## src/rtl/rv32i_types.sv

```systemverilog
// Shared types for the memory arbiter: FSM states, port identifiers and the latched command.
// Also holds the round-robin pick used both in IDLE and at completion edges.
package rv32i_types;

    localparam int ARB_ADDR_W = 32;
    localparam int ARB_DATA_W = 32;
    localparam int ARB_MASK_W = ARB_DATA_W / 8;

    typedef enum logic [1:0] {
        IDLE    = 2'd0,
        SERVE_A = 2'd1,
        SERVE_B = 2'd2
    } arb_state_t;

    typedef enum logic {
        PORT_A = 1'b0,
        PORT_B = 1'b1
    } arb_port_t;

    typedef struct packed {
        logic [ARB_ADDR_W-1:0] addr;
        logic [ARB_DATA_W-1:0] wdata;
        logic [ARB_MASK_W-1:0] wmask;
        logic                  write;
    } mem_cmd_t;

    // On a tie the port that did not win last time goes next.
    function automatic arb_port_t arb_pick(input logic req_a, input logic req_b,
                                           input arb_port_t last);
        if (req_a && req_b) begin
            return (last == PORT_A) ? PORT_B : PORT_A;
        end else if (req_b) begin
            return PORT_B;
        end else begin
            return PORT_A;
        end
    endfunction

endpackage

```

## src/rtl/arb_cmd_reg.sv

```systemverilog
// Command-capture register: holds the granted request's address, data, mask and type
// for the whole memory transaction so the pmem outputs never follow the requesters.
module arb_cmd_reg
    import rv32i_types::*;
(
    input  logic     clk,
    input  logic     rst_n,
    input  logic     load_i,
    input  mem_cmd_t cmd_i,
    output mem_cmd_t cmd_o
);

    mem_cmd_t cmd_q;

    always_ff @(posedge clk or negedge rst_n) begin
        if (!rst_n) begin
            cmd_q <= '0;
        end else if (load_i) begin
            cmd_q <= cmd_i;
        end
    end

    assign cmd_o = cmd_q;

endmodule

```

## src/rtl/mem_arbiter.sv

```systemverilog
// Two-port round-robin arbiter sharing one memory port between instruction fetch (A, read-only)
// and the data stage (B, read/write). One transaction outstanding at a time.
module mem_arbiter
    import rv32i_types::*;
#(
    parameter int ADDR_WIDTH = ARB_ADDR_W,
    parameter int DATA_WIDTH = ARB_DATA_W,
    parameter int MASK_WIDTH = DATA_WIDTH / 8
) (
    input  logic                  clk,
    input  logic                  rst_n,
    input  logic                  read_a,
    input  logic [ADDR_WIDTH-1:0] address_a,
    output logic                  resp_a,
    output logic [DATA_WIDTH-1:0] rdata_a,
    input  logic                  read_b,
    input  logic                  write_b,
    input  logic [ADDR_WIDTH-1:0] address_b,
    input  logic [DATA_WIDTH-1:0] wdata_b,
    input  logic [MASK_WIDTH-1:0] wmask_b,
    output logic                  resp_b,
    output logic [DATA_WIDTH-1:0] rdata_b,
    output logic                  pmem_read,
    output logic                  pmem_write,
    output logic [ADDR_WIDTH-1:0] pmem_address,
    output logic [DATA_WIDTH-1:0] pmem_wdata,
    output logic [MASK_WIDTH-1:0] pmem_wmask,
    input  logic [DATA_WIDTH-1:0] pmem_rdata,
    input  logic                  pmem_resp,
    output logic                  busy
);

    arb_state_t state_q, state_d;
    arb_port_t  last_q, last_d;
    mem_cmd_t   cmd_d, cmd_q;
    logic       load;
    logic       arb_en;
    logic       req_a, req_b;
    arb_port_t  pick;
    logic [DATA_WIDTH-1:0] rdata_a_q, rdata_a_d;
    logic [DATA_WIDTH-1:0] rdata_b_q, rdata_b_d;

    assign req_a = read_a;
    assign req_b = read_b | write_b;
    assign pick  = arb_pick(req_a, req_b, last_q);

    always_comb begin
        state_d   = state_q;
        last_d    = last_q;
        load      = 1'b0;
        arb_en    = 1'b0;
        cmd_d     = '0;
        resp_a    = 1'b0;
        resp_b    = 1'b0;
        rdata_a_d = rdata_a_q;
        rdata_b_d = rdata_b_q;

        case (state_q)
            IDLE: begin
                arb_en = 1'b1;
            end
            SERVE_A: begin
                if (pmem_resp) begin
                    resp_a    = 1'b1;
                    rdata_a_d = pmem_rdata;
                    arb_en    = 1'b1;
                    state_d   = IDLE;
                end
            end
            SERVE_B: begin
                if (pmem_resp) begin
                    resp_b    = 1'b1;
                    rdata_b_d = pmem_rdata;
                    arb_en    = 1'b1;
                    state_d   = IDLE;
                end
            end
            default: begin
                state_d = IDLE;
            end
        endcase

        // Completion edges re-arbitrate directly so a waiting port starts without an IDLE bubble;
        // last_q already names the finishing port, which hands a tie to the other one.
        if (arb_en && (req_a || req_b)) begin
            load   = 1'b1;
            last_d = pick;
            if (pick == PORT_A) begin
                state_d     = SERVE_A;
                cmd_d.addr  = address_a;
                cmd_d.wdata = '0;
                cmd_d.wmask = '0;
                cmd_d.write = 1'b0;
            end else begin
                state_d     = SERVE_B;
                cmd_d.addr  = address_b;
                cmd_d.wdata = wdata_b;
                cmd_d.wmask = wmask_b;
                cmd_d.write = write_b;
            end
        end
    end

    always_ff @(posedge clk or negedge rst_n) begin
        if (!rst_n) begin
            state_q   <= IDLE;
            last_q    <= PORT_A;
            rdata_a_q <= '0;
            rdata_b_q <= '0;
        end else begin
            state_q   <= state_d;
            last_q    <= last_d;
            rdata_a_q <= rdata_a_d;
            rdata_b_q <= rdata_b_d;
        end
    end

    arb_cmd_reg u_cmd_reg (
        .clk    (clk),
        .rst_n  (rst_n),
        .load_i (load),
        .cmd_i  (cmd_d),
        .cmd_o  (cmd_q)
    );

    assign busy         = (state_q != IDLE);
    assign pmem_read    = busy & ~cmd_q.write;
    assign pmem_write   = busy & cmd_q.write;
    assign pmem_address = cmd_q.addr;
    assign pmem_wdata   = cmd_q.wdata;
    assign pmem_wmask   = cmd_q.wmask;
    assign rdata_a      = rdata_a_d;
    assign rdata_b      = rdata_b_d;

endmodule

```

## config.mk

```make
export PLATFORM = sky130hd
export DESIGN_NAME = mem_arbiter
export DESIGN_NICKNAME = d
export VERILOG_FILES = /design/src/rtl/rv32i_types.sv /design/src/rtl/arb_cmd_reg.sv /design/src/rtl/mem_arbiter.sv
export SDC_FILE = /design/constraint.sdc
export NUM_CORES = 1
export LEC_CHECK = 0
export CAP_MARGIN = 15
export CORE_ASPECT_RATIO = 1.25
export CORE_MARGIN = 3
export CORE_UTILIZATION = 43
export CTS_CLUSTER_SIZE = 12
export DETAILED_ROUTE_END_ITERATION = 6
export HOLD_SLACK_MARGIN = 0.1
export PLACE_DENSITY_LB_ADDON = 0.08
export RECOVER_POWER = 25
export SYNTH_ARGS = -nofsm -noshare
export SYNTH_HDL_FRONTEND = slang
export SYNTH_SLANG_ARGS = --single-unit
```

## constraint.sdc

```tcl
create_clock -name clk -period 2.6 [get_ports clk]
set_input_delay 0.39 -clock clk [delete_from_list [all_inputs] [get_ports clk]]
set_output_delay 0.39 -clock clk [all_outputs]
set_load 0.03 [all_outputs]
```

[Word-level counts from Yosys, hierarchy flattened]
Cells that the tools add are included.
Storage, ports and cells
  input port bits: 138
  flip-flop bits (word level): 136
  logic and storage cells: 41
Operators by class
  reductions and logical operators: 7
  bitwise operators: 4
  equality and inequality tests: 4
  muxes and demuxes: 18
Operators with widths (count)
  $mux W69: 2
  $mux W32: 4
  $mux W1: 7
  $mux W2: 3
  $pmux W2 S2: 1
  $ne A3 B1 Y1 const B: 1
  $and A1 B1 Y1: 2
  $eq A2 B1 Y1 const B: 1
  $eq A2 B2 Y1 const B: 1
  $logic_and A1 B1 Y1: 2
  $logic_not A2 Y1: 1
  $ne A2 B2 Y1 const B: 1
  $pmux W1 S2: 1
  $reduce_and A2 Y1: 1
  $reduce_bool A2 Y1: 1
  $reduce_or A2 Y1: 1
  $logic_or A1 B1 Y1: 1
  $not A1 Y1: 1
  $or A1 B1 Y1: 1

[Logic depth before layout (Yosys ltp)]
Gate-level depths: netlist of the first run.
  word-level depth: 6
  depth in mapped cells: 7
  depth with buffers taken out: 5

[By module]
A second synthesis of the first run with hierarchy kept.
Second synthesis, totals
  cell total of the unflattened synthesis: 470
  area, all modules: 5995.8 µm²
Modules (own cells, without submodules)
  mem_arbiter: instances 1, cells an instance 324, sequential area each 1676.6 µm², area an instance 3392.0 µm²
  arb_cmd_reg: instances 1, cells an instance 146, sequential area each 1726.7 µm², area an instance 2603.7 µm²

[Least setup slack after synthesis of the first run]
OpenSTA, ideal clock, no wires.
  kind: register to output
  start point: register state_q[0]
  end point: output port rdata_b[10]
  arrival time: 1.596 ns
  path buffers: 1
  stages on the path, launching flop included: 6
  path slack: 0.614 ns
  data required time: 2.210 ns
  cell sequence: dfrtp_1 -> inv_1 -> ha_1 -> nand2_1 -> buf_1 -> mux2_2
On the way
  longest elaborated chain between the ends: 2
RTL lines
  start, declared: line mem_arbiter.sv:33  | arb_state_t state_q, state_d;
  start signal, assigned: line mem_arbiter.sv:111  | state_q <= state_d;
  $eq A2 B2 Y1: line mem_arbiter.sv:58  | case (state_q)
  $mux W32: line mem_arbiter.sv:58
  end, declared: line mem_arbiter.sv:22  | output logic [DATA_WIDTH-1:0] rdata_b,
No other way between the ends.

[Worst setup path after layout of the first run]
  start point: register state_q[1]
  end point: output port rdata_a[20]
On the way
  longest elaborated chain between the ends: 2
RTL lines
  $eq A2 B1 Y1: line mem_arbiter.sv:58
  $mux W32: line mem_arbiter.sv:58
  end, declared: line mem_arbiter.sv:15  | output logic [DATA_WIDTH-1:0] rdata_a,
No other way between the ends.

==> results of run 1 <==
-- cell usage in the layout, fill, tap and decap left out, types with 6 or more instances in the layout --
master           count
clkdlybuf4s50_1    206
dfrtp_1            135
mux2_2             123
clkbuf_2            44
nand2_1             38
o31ai_1             37
o21ai_1             19
o21ai_0             18
clkbuf_16           18
clkdlybuf4s15_2     14
buf_4               10
mux2_1               6
bufinv_16            6
dlygate4sd2_1        6
-- critical path, stage by stage (launching register included) --
cell and delay [ns]:
dfrtp_1 0.40, inv_1 0.10, ha_1 0.20, nand2_2 0.12
buf_12 0.18, mux2_2 0.35, dlygate4sd2_1 0.37
-- cell families after synthesis --
kind of cell    Yosys count  synth area share (%)
flops                   136                 53.48
mux                     129                 22.83
buf+inv                 106                 10.97
compound gates           83                 8.573
simple gates             49                 3.362
fa+ha+maj                 4                0.7865
-- worst paths after layout --
check                                      end  depth (start not counted)                start  slack (ns)
setup reg to reg           u_cmd_reg.cmd_o[10]                          6           state_q[1]        0.66
hold / removal             u_cmd_reg.cmd_o[59]                          1  u_cmd_reg.cmd_o[59]        0.48
setup / recovery                   rdata_a[20]                          6           state_q[1]        0.09
max in group asynchronous  u_cmd_reg.cmd_o[40]                          3                rst_n        0.37
min in group asynchronous  u_cmd_reg.cmd_o[17]                          2                rst_n        0.83
hold reg to reg            u_cmd_reg.cmd_o[59]                          1  u_cmd_reg.cmd_o[59]        0.48
-- routing by layer --
layer  part of all wire (%)  global-route usage (%)  vias to the layer above
li1                       -                       -                     2146
met3                    8.4                   7.912                       21
met1                     40                   24.15                     2226
met2                     49                   32.93                      198
met4                    1.9                   6.428                        0
met5                      0                       0                        -
-- layout make-up --
| cell class | count | share of cell area [%] |
|---|---|---|
| timing repair buffer | 292 | 29.38 |
| tap | 178 | 2.382 |
| multi-input combinational | 265 | 24.50 |
| clock inverter | 13 | 2.422 |
| clock buffer | 18 | 4.698 |
| inverter | 5 | 0.2007 |
| sequential | 136 | 36.42 |
-- power by group through the flow --
stage | clock network [mW] | logic (mW) | registers, mW
finish | 2.69 | 6.98 | 3.53
global route | 2.86 | 7.40 | 3.64
CTS | 2.75 | 7.13 | 3.53
detailed placement | 0 | 7.46 | 3.57
global placement | 0 | 7.36 | 3.52
floorplan | 0 | 5.21 | 3.43
-- repair_timing --
action	in CTS	in global routing
setup endpoints to repair	64	59
hold buffers	1	0
gates resized for setup	93	89
gates cloned	0	1
hold endpoints to repair	51	0
-- state kept, by name, indices dropped and copies added (netlist names) --
signal,count
u_cmd_reg.cmd_o,69
rdata_a_q,32
rdata_b_q,32
state_q,2
last_q,1
-- through the flow --
stage | setup slack (ns) | area [µm²] | util (%) | total power, mW
CTS | 0.004994 | 9498 | 65.64 | 13.42
global route | -0.03115 | 9349 | 64.61 | 13.90
detailed placement | 0.02006 | 8865 | 61.27 | 11.03
global placement | 0.01586 | 8865 | 61.27 | 10.88
floorplan | 0.6140 | 6364 | - | 8.645
finish | 0.08660 | 9349 | 64.61 | 13.20
==> results.ini, run 1 <==
[power]
p_leak_nw=4.100
power.share.switching_pct=41.02
pwr-share-clk_pct=20.3
combPwrFrac_pct=52.9
pwr-share-seq_pct=26.7
powerDensity_nw_per_um2=1412
peakVddDrop_uv=838.6
internal_power_mw=7.784
switchingPower_mw=5.413

[layout]
syn_to_final_growth_pct=46.91
multi_input_area_um2=2291
n_antenna_cell=0
regArea_um2=3405
fillCellCount=1195
final_cell_count_no_fill=907
drive_gt1_share_pct=32.65
final_nets=859

[clock_tree]
cts_root_buf=clkbuf_16
clk_pin_slew_ns=0.05
clock-sinks=136
h-tree-depth=4
cts_buffer_depth=2
cts_buffers=17
cts_tree=built
postCtsSetupBuffers=0
clock_latency_ns=0.41

[synthesis]
synth-seq-area-share_pct=53.48
syn_avg_cell_area_um2=12.55
synth.distinct_cells=29
synth_area_leaders=dfrtp_1 (53%), mux2_2 (22%), buf_4 (8.6%)
syn-instance-count=507
ys.warnings.count=0
synth_top_area_share_pct=53.48
yosys.area.top_type=dfrtp_1
ys_seq_elements=136
async_flop_share_pct=100.0
synth_flop_cell=dfrtp_1
synthMostInstantiatedCell=dfrtp_1
synthesis.nets=649
synth_area_um2=6364
synth_edf_count=0
synth_common_cells=dfrtp_1 (136), mux2_2 (123), buf_4 (73)

[run_status]
status=finished clean

[route]
drt_wl_total_mm=16.46
viasPerCell=5.062
drtPass1Iterations=4
ant_nets=0
routedWlPerCell_um=18.15
drt_iter0_drc=221
num_vias=4591
drc_errors=0

[sta]
finalCritPeriodShare_pct=96.67
fin_crit_ns=2.513
fin_worst_skew_ns=0.01106
setup-violations-final=0
slew_viol_final=0
worst_slew_pin_slew_ns=1.354
timing.hold.ws_ns=0.4821
finalSetupTns_ns=0
slew-limit-headroom_pct=9.731
grt_setup_unrepaired=true
max_freq_ghz=0.3979
hold_violations=0

[job]
drv_cap=0

[placement]
dp.cells=874
gp_congestion=0.7570
io_buffers=274
dp_hpwl_mm=11.98

[critical_path]
critPathCaptureType=output pin
cp.required_ns=2.21
cp.arrival_ns=2.12
startpoint_type=flip-flop
path_max_fanout=17
critical_path_class=reg2out

[floorplan]
die_y_um=142.0
die_w_um=114.8
die-area_um2=16300
rows=49
io-pin-count=275
core_region_area_um2=14470
initial_core_util_pct=43.98

[grt]
antenna_found_initial=0
grt_pass1_vias=4941
grt_pass1_wl_mm=25.39
grt_use_total_pct=20.01
grt_max_degree=56
grt_overflow=0

[min_path]
hold_path.class=reg2reg

Power figures use the tool's default switching activity.
==> run 2: changes to the inputs <==
--- a/config.mk
+++ b/config.mk
@@ -7,7 +7,7 @@
 export LEC_CHECK = 0
 export CAP_MARGIN = 15
 export CORE_ASPECT_RATIO = 1.25
-export CORE_MARGIN = 3
+export CORE_MARGIN = 4
 export CORE_UTILIZATION = 43
 export CTS_CLUSTER_SIZE = 12
 export DETAILED_ROUTE_END_ITERATION = 6
==> run 2 against run 1 <==
  * The run now ends with max-capacitance violations, max-slew violations left
  * Worst setup slack better by 0.0036 ns
  * Combinational power up 1%
  * Sequential share of layout area about the same
  * Die area up 3.2%
  * Core utilization about the same
  * Final cell count up 0.55%
  * Worst hold slack better by 0.0030 ns
  * Critical path depth unchanged
  * Via count up 0.96%
  * Non-clock buffer count up 4
  * Sequential power about the same
  * Largest power group unchanged
==> results.ini, run 2 (same netlist as run 1, synthesis figures left out) <==
[run_status]
status=finished with violations
violations=max-capacitance violations, max-slew violations

[power]
peakVddDrop_uv=843.0  ; +0.53%
p_leak_nw=4.108  ; +0.19%
powerDensity_nw_per_um2=1378  ; -2.4%

[grt]
grt_use_total_pct=19.71  ; -0.30 points
grt_max_degree=68  ; +21%
grt_pass1_vias=5092  ; +3.1%
antenna_found_initial=0  ; unchanged
grt_overflow=0  ; unchanged
grt_pass1_wl_mm=25.76  ; +1.4%

[sta]
max_freq_ghz=0.3984  ; +0.14%
slew-limit-headroom_pct=-12.19  ; -22 points
grt_setup_unrepaired=false
fin_worst_skew_ns=0.008671  ; -0.002386 ns
finalCritPeriodShare_pct=96.53  ; -0.14 points
setup-violations-final=0  ; unchanged
hold_violations=0  ; unchanged
finalSetupTns_ns=0  ; unchanged
slew_viol_final=68  ; +68
worst_slew_pin_slew_ns=1.683  ; +0.3289 ns
setup_slack_ns=0.09017  ; +0.003573 ns
fin_crit_ns=2.510  ; -0.003573 ns

[clock_tree]
cts_buffers=17  ; unchanged
clock_latency_ns=0.41  ; about the same
cts_tree=built
clk_pin_slew_ns=0.06  ; about the same
h-tree-depth=4  ; unchanged
cts_buffer_depth=2  ; unchanged
clock-sinks=136  ; unchanged
cts_root_buf=clkbuf_16

[layout]
final_nets=863  ; +0.47%
layout_common_cells=clkdlybuf4s50_1 (207), dfrtp_1 (136), mux2_2 (123)
largest_reg_flops=69  ; unchanged
final_common_cell=clkdlybuf4s50_1
syn_to_final_growth_pct=46.97  ; about the same
fillCellCount=1169  ; -2.2%
n_antenna_cell=0  ; unchanged
drive_gt1_share_pct=31.74  ; -0.90 points

[placement]
gp_congestion=0.7498  ; -0.95%
dp_hpwl_mm=12.27  ; +2.4%
io_buffers=274  ; unchanged
dp_slack_ns=-0.02047  ; -0.04052 ns

[floorplan]
core_region_area_um2=14470  ; unchanged
die-area_um2=16820  ; +3.2%
io-pin-count=275  ; unchanged
die_w_um=116.8  ; +1.7%
die_y_um=144.0  ; +1.4%
initial_core_util_pct=43.98  ; unchanged
rows=49  ; unchanged

[route]
routedWlPerCell_um=18.29  ; +0.76%
num_vias=4635  ; +0.96%
viasPerCell=5.082  ; +0.40%
drc_errors=0  ; unchanged
ant_nets=0  ; unchanged
drt_iter0_drc=162  ; -27%
drtPass1Iterations=4  ; unchanged
drt_wl_total_mm=16.68  ; +1.3%

[critical_path]
cp.required_ns=2.21  ; about the same
path_cells=buf_4 -> ha_1 -> nand2_2 -> bufbuf_16 -> mux2_2 -> buf_2
path_delay_family=buffers and inverters
cp.arrival_ns=2.12  ; about the same
startpoint_type=flip-flop
critPathCaptureType=output pin
critical_path_class=reg2out
critical_path.slowest_cell=dfrtp_1
cp_slowest_stage_delay_ns=0.39  ; about the same
path_max_fanout=16  ; -1
critPathBufInv=3  ; unchanged

[min_path]
hold_path.class=reg2reg

[job]
drv_cap=1  ; +1

[run 2: cell types whose count changed in the layout (fill, tap and decap cells not counted), sizes merged]
cell / delta
bufbuf: +2
clkbuf: -40
clkdlybuf4s50: +1
bufinv: -5
clkinvlp: +1
dlygate4sd2: +11
buf: +35
dlymetal6s2s: -1
clkdlybuf4s15: -5
inv: +6
[run 2: area by class of cell]
cell class	instances	area, µm²	share of cell area, %
Sequential cell	136	3403	36.39
Timing Repair Buffer	296	2825	30.21
Multi-Input combinational cell	265	2315	24.75
Clock buffer	17	425.4	4.548
Tap cell	178	222.7	2.381
Clock inverter	15	142.6	1.525
Inverter	5	18.77	0.2007
[run 2: worst paths after layout]
kind,startpoint,to,slack (ns),cells after the start
setup / recovery,state_q[1],rdata_b[26],0.09,6
hold / removal,u_cmd_reg.cmd_o[47],u_cmd_reg.cmd_o[47],0.49,1
setup reg to reg,state_q[0],u_cmd_reg.cmd_o[9],0.36,6
hold reg to reg,u_cmd_reg.cmd_o[47],u_cmd_reg.cmd_o[47],0.49,1
max in group asynchronous,rst_n,u_cmd_reg.cmd_o[68],0.47,3
min in group asynchronous,rst_n,u_cmd_reg.cmd_o[6],0.97,2
[run 2: power breakdown]
part / switching [mW] / leakage (nW) / total, mW / internal (mW)
clock network: 0.952 / 0.269 / 2.29 / 1.33
registers: 0.395 / 1.65 / 3.53 / 3.14
logic: 4.15 / 2.19 / 7.07 / 2.92
total: 5.50 / 4.11 / 12.9 / 7.39
[run 2: worst reg2reg max path: cells and delay by family (launching register included)]
kind | cells | cell delay [ns]
AOI/OAI and AO/OA | 2 | 0.68
and+or+nand+nor | 1 | 0.35
DFF | 1 | 0.39
adders and majority gates | 1 | 0.37
buffers and inverters | 2 | 0.32
[run 2: stage by stage]
step	cells	hold slack, ns	util, %	total power [mW]	area, µm²
floorplan	507	0.09441	-	8.645	6364
global placement	875	0.4330	61.48	10.92	8896
detailed placement	875	0.4326	61.48	11.08	8896
CTS	912	0.4892	65.75	13.20	9513
global route	912	0.5004	64.64	13.61	9353
finish	912	0.4852	64.64	12.88	9353
[run 2: what timing repair did]
action	CTS	global route
endpoints found under the setup margin	64	24
buffers inserted	2	0
gates resized for setup	177	43
hold buffers	1	0
cloned	2	0
endpoints found under the hold margin	64	0
[run 2: layer usage]
layer	global-route usage, %	part of all wire, %	vias to the layer above
li1	-	-	2135
met1	22.17	38	2293
met2	33.44	51	186
met3	8.204	9.5	21
met4	7.126	2.2	0
met5	0	0	-
==> run 3: changes to the inputs <==
--- a/config.mk
+++ b/config.mk
@@ -8,7 +8,7 @@
 export CAP_MARGIN = 15
 export CORE_ASPECT_RATIO = 1.25
 export CORE_MARGIN = 4
-export CORE_UTILIZATION = 43
+export CORE_UTILIZATION = 39
 export CTS_CLUSTER_SIZE = 12
 export DETAILED_ROUTE_END_ITERATION = 6
 export HOLD_SLACK_MARGIN = 0.1
==> constraint.sdc (replaced) <==
create_clock -name clk -period 2.2 [get_ports clk]
set_input_delay 0.33 -clock clk [delete_from_list [all_inputs] [get_ports clk]]
set_output_delay 0.33 -clock clk [all_outputs]
set_load 0.03 [all_outputs]
==> run 3 against run 2 <==
  * The flow finishes with violations (negative setup slack)
  * Via count rose by 1.8%
  * Final cell count rose by 6.3%
  * Sequential cell count did not move
  * Sequential share of layout area fell by 2.1 points
  * Count of clock-buffer cells in the layout rose by 4
  * Register-to-register slack got worse by 0.24 ns
  * First-iteration DRC count rose by 7.4%
  * Die area rose by 9.6%
  * Critical endpoint is now rdata_a[10]
  * Largest cell class unchanged
  * Largest power group unchanged
  * Highest routed layer unchanged
==> results.ini, run 3 (same netlist as run 1, synthesis figures left out) <==
[sta]
setup_slack_ns=-0.06817  ; -0.1583 ns
slew-limit-headroom_pct=21.45  ; +34 points
setup-violations-final=37  ; +37
fin_worst_skew_ns=0.005426  ; -0.003245 ns
slew_viol_final=0  ; -100%
worst_slew_pin_slew_ns=1.178  ; -0.5046 ns
max_freq_ghz=0.4409
fin_crit_ns=2.268
grt_setup_unrepaired=true
hold_violations=0  ; unchanged
finalCritPeriodShare_pct=103.1

[layout]
n_antenna_cell=0  ; unchanged
final_common_cell=clkdlybuf4s50_1
utilization_pct=62.68  ; -2.0 points
multi_input_area_um2=2516  ; +8.7%
regArea_um2=3403  ; unchanged
final_area_um2=9920  ; +6.1%
drive_gt1_share_pct=36.86  ; +5.1 points
syn_to_final_growth_pct=55.88
largest_reg_flops=69  ; unchanged
final_cell_count_no_fill=969  ; +6.3%
final_nets=886  ; +2.7%
fillCellCount=1359  ; +16%
layout_common_cells=clkdlybuf4s50_1 (204), dfrtp_1 (136), mux2_2 (79)

[clock_tree]
clock_latency_ns=0.42  ; about the same
cts_buffer_depth=2  ; unchanged
h-tree-depth=4  ; unchanged
cts_tree=built
clock-sinks=136  ; unchanged
cts_buffers=17  ; unchanged
cts_root_buf=clkbuf_16
clk_pin_slew_ns=0.06  ; about the same

[route]
drtPass1Iterations=4  ; unchanged
drc_errors=0  ; unchanged
viasPerCell=4.869  ; -4.2%
num_vias=4718  ; +1.8%
routedWlPerCell_um=18.53  ; +1.3%
drt_wl_total_mm=17.95  ; +7.6%
ant_nets=0  ; unchanged
drt_iter0_drc=174  ; +7.4%

[floorplan]
die-area_um2=18440  ; +9.6%
core_region_area_um2=15830  ; +9.4%
die_y_um=150.8  ; +4.7%
rows=51  ; +4.1%
initial_core_util_pct=40.21  ; -3.8 points
io-pin-count=275  ; unchanged
die_w_um=122.3  ; +4.7%

[critical_path]
path_delay_family=buffers and inverters
r2r_cells=8  ; +2
cp.arrival_ns=1.94  ; -0.18 ns
critical_path_class=reg2out
r2r_slack_ns=0.12  ; -0.24 ns
critical_path.slowest_cell=dfrtp_1
cp.required_ns=1.87  ; -0.34 ns
cp_slowest_stage_delay_ns=0.40  ; about the same
path_max_fanout=6  ; -10
crit_end=rdata_a[10]
critPathBufInv=4  ; +1
r2r-start=state_q[1]
crit_start=state_q[0]
path_cells=buf_6 -> ha_4 -> nand2_8 -> buf_6 -> buf_8 -> mux2_4 -> buf_6
startpoint_type=flip-flop
path_common_cell=buf_6
path_depth=7  ; +1
critPathCaptureType=output pin
r2r_end=u_cmd_reg.cmd_o[65]

[placement]
dp_slack_ns=-0.2149  ; -0.1944 ns
dp.cells=921  ; +5.3%
gp_congestion=0.7593  ; +1.3%
io_buffers=274  ; unchanged
dp_hpwl_mm=12.88  ; +4.9%
place_area_um2=8961  ; +0.73%

[power]
powerDensity_nw_per_um2=1653  ; +20%
p_leak_nw=4.480  ; +9.1%
peakVddDrop_uv=985.6  ; +17%
power.total_mw=16.40  ; +27%

[job]
drv_cap=0  ; -1

[grt]
grt_use_total_pct=19.08  ; -0.63 points
grt_max_degree=50  ; -26%
grt_overflow=0  ; unchanged
grt_pass1_vias=5079  ; -0.26%
grt_pass1_wl_mm=27.01  ; +4.9%
antenna_found_initial=0  ; unchanged

[min_path]
hp-start=wdata_b[18]
hold_path.class=in2reg

[run_status]
violations=negative setup slack
status=finished with violations

==> run 3: cell types whose count changed in the layout (fill, tap and decap cells not counted), sizes merged <==
cell,change
clkdlybuf4s50,-3
inv,-6
clkdlybuf4s15,-11
clkinvlp,+1
buf,+60
clkinv,+1
bufbuf,-2
dlygate4sd2,-17
==> run 3: repair_timing <==
item,CTS,global route
gates cloned,4,0
endpoints found under the setup margin,67,68
endpoints found under the hold margin,44,0
buffers inserted,11,5
gates resized for setup,341,59
pin swaps,1,1
hold buffers,1,0
==> run 3: where the power goes <==
group / internal, mW / total, mW / switching [mW]
clock network: 1.61 / 2.66 / 1.06
logic: 4.36 / 9.53 / 5.17
registers: 3.71 / 4.20 / 0.486
total: 9.68 / 16.4 / 6.72
==> run 3: per-layer routing <==
metal  global-route usage [%]  vias up  share of wire [%]
li1                         -     2188                  -
met1                    21.64     2319                 37
met2                    31.80      185                 51
met3                    8.666       26                 10
met4                    6.667        0                1.7
met5                        0        -                  0
==> run 3: worst min path at each step <==
stage                     endpoint  depth (start not counted)
2_1_floorplan               last_q                          0
3_3_place_gp   u_cmd_reg.cmd_o[24]                          1
3_5_place_dp   u_cmd_reg.cmd_o[22]                          1
4_1_cts        u_cmd_reg.cmd_o[22]                          2
5_1_grt        u_cmd_reg.cmd_o[23]                          3
6_report       u_cmd_reg.cmd_o[23]                          3
==> run 3: worst min-delay path, stage by stage <==
cell,delay (ns)
clkdlybuf4s50_1,0.39
nand2_1,0.06
o21ai_1,0.05
==> run 3: per-stage QoR <==
step	hold WS, ns	setup TNS [ns]
3_5_place_dp	0.2919	-8.917
6_report	0.4543	-1.183
5_1_grt	0.4504	-4.993
2_1_floorplan	0.03441	0
4_1_cts	0.4174	-4.451
3_3_place_gp	0.2915	-8.704
==> run 3: area by class of cell <==
| cell class | count | share of cell area (%) |
|---|---|---|
| multi-input combinational | 265 | 25.37 |
| inverter | 5 | 0.1892 |
| clock buffer | 21 | 4.642 |
| tap | 212 | 2.674 |
| clock inverter | 11 | 1.009 |
| timing repair buffer | 319 | 31.81 |
| sequential | 136 | 34.31 |
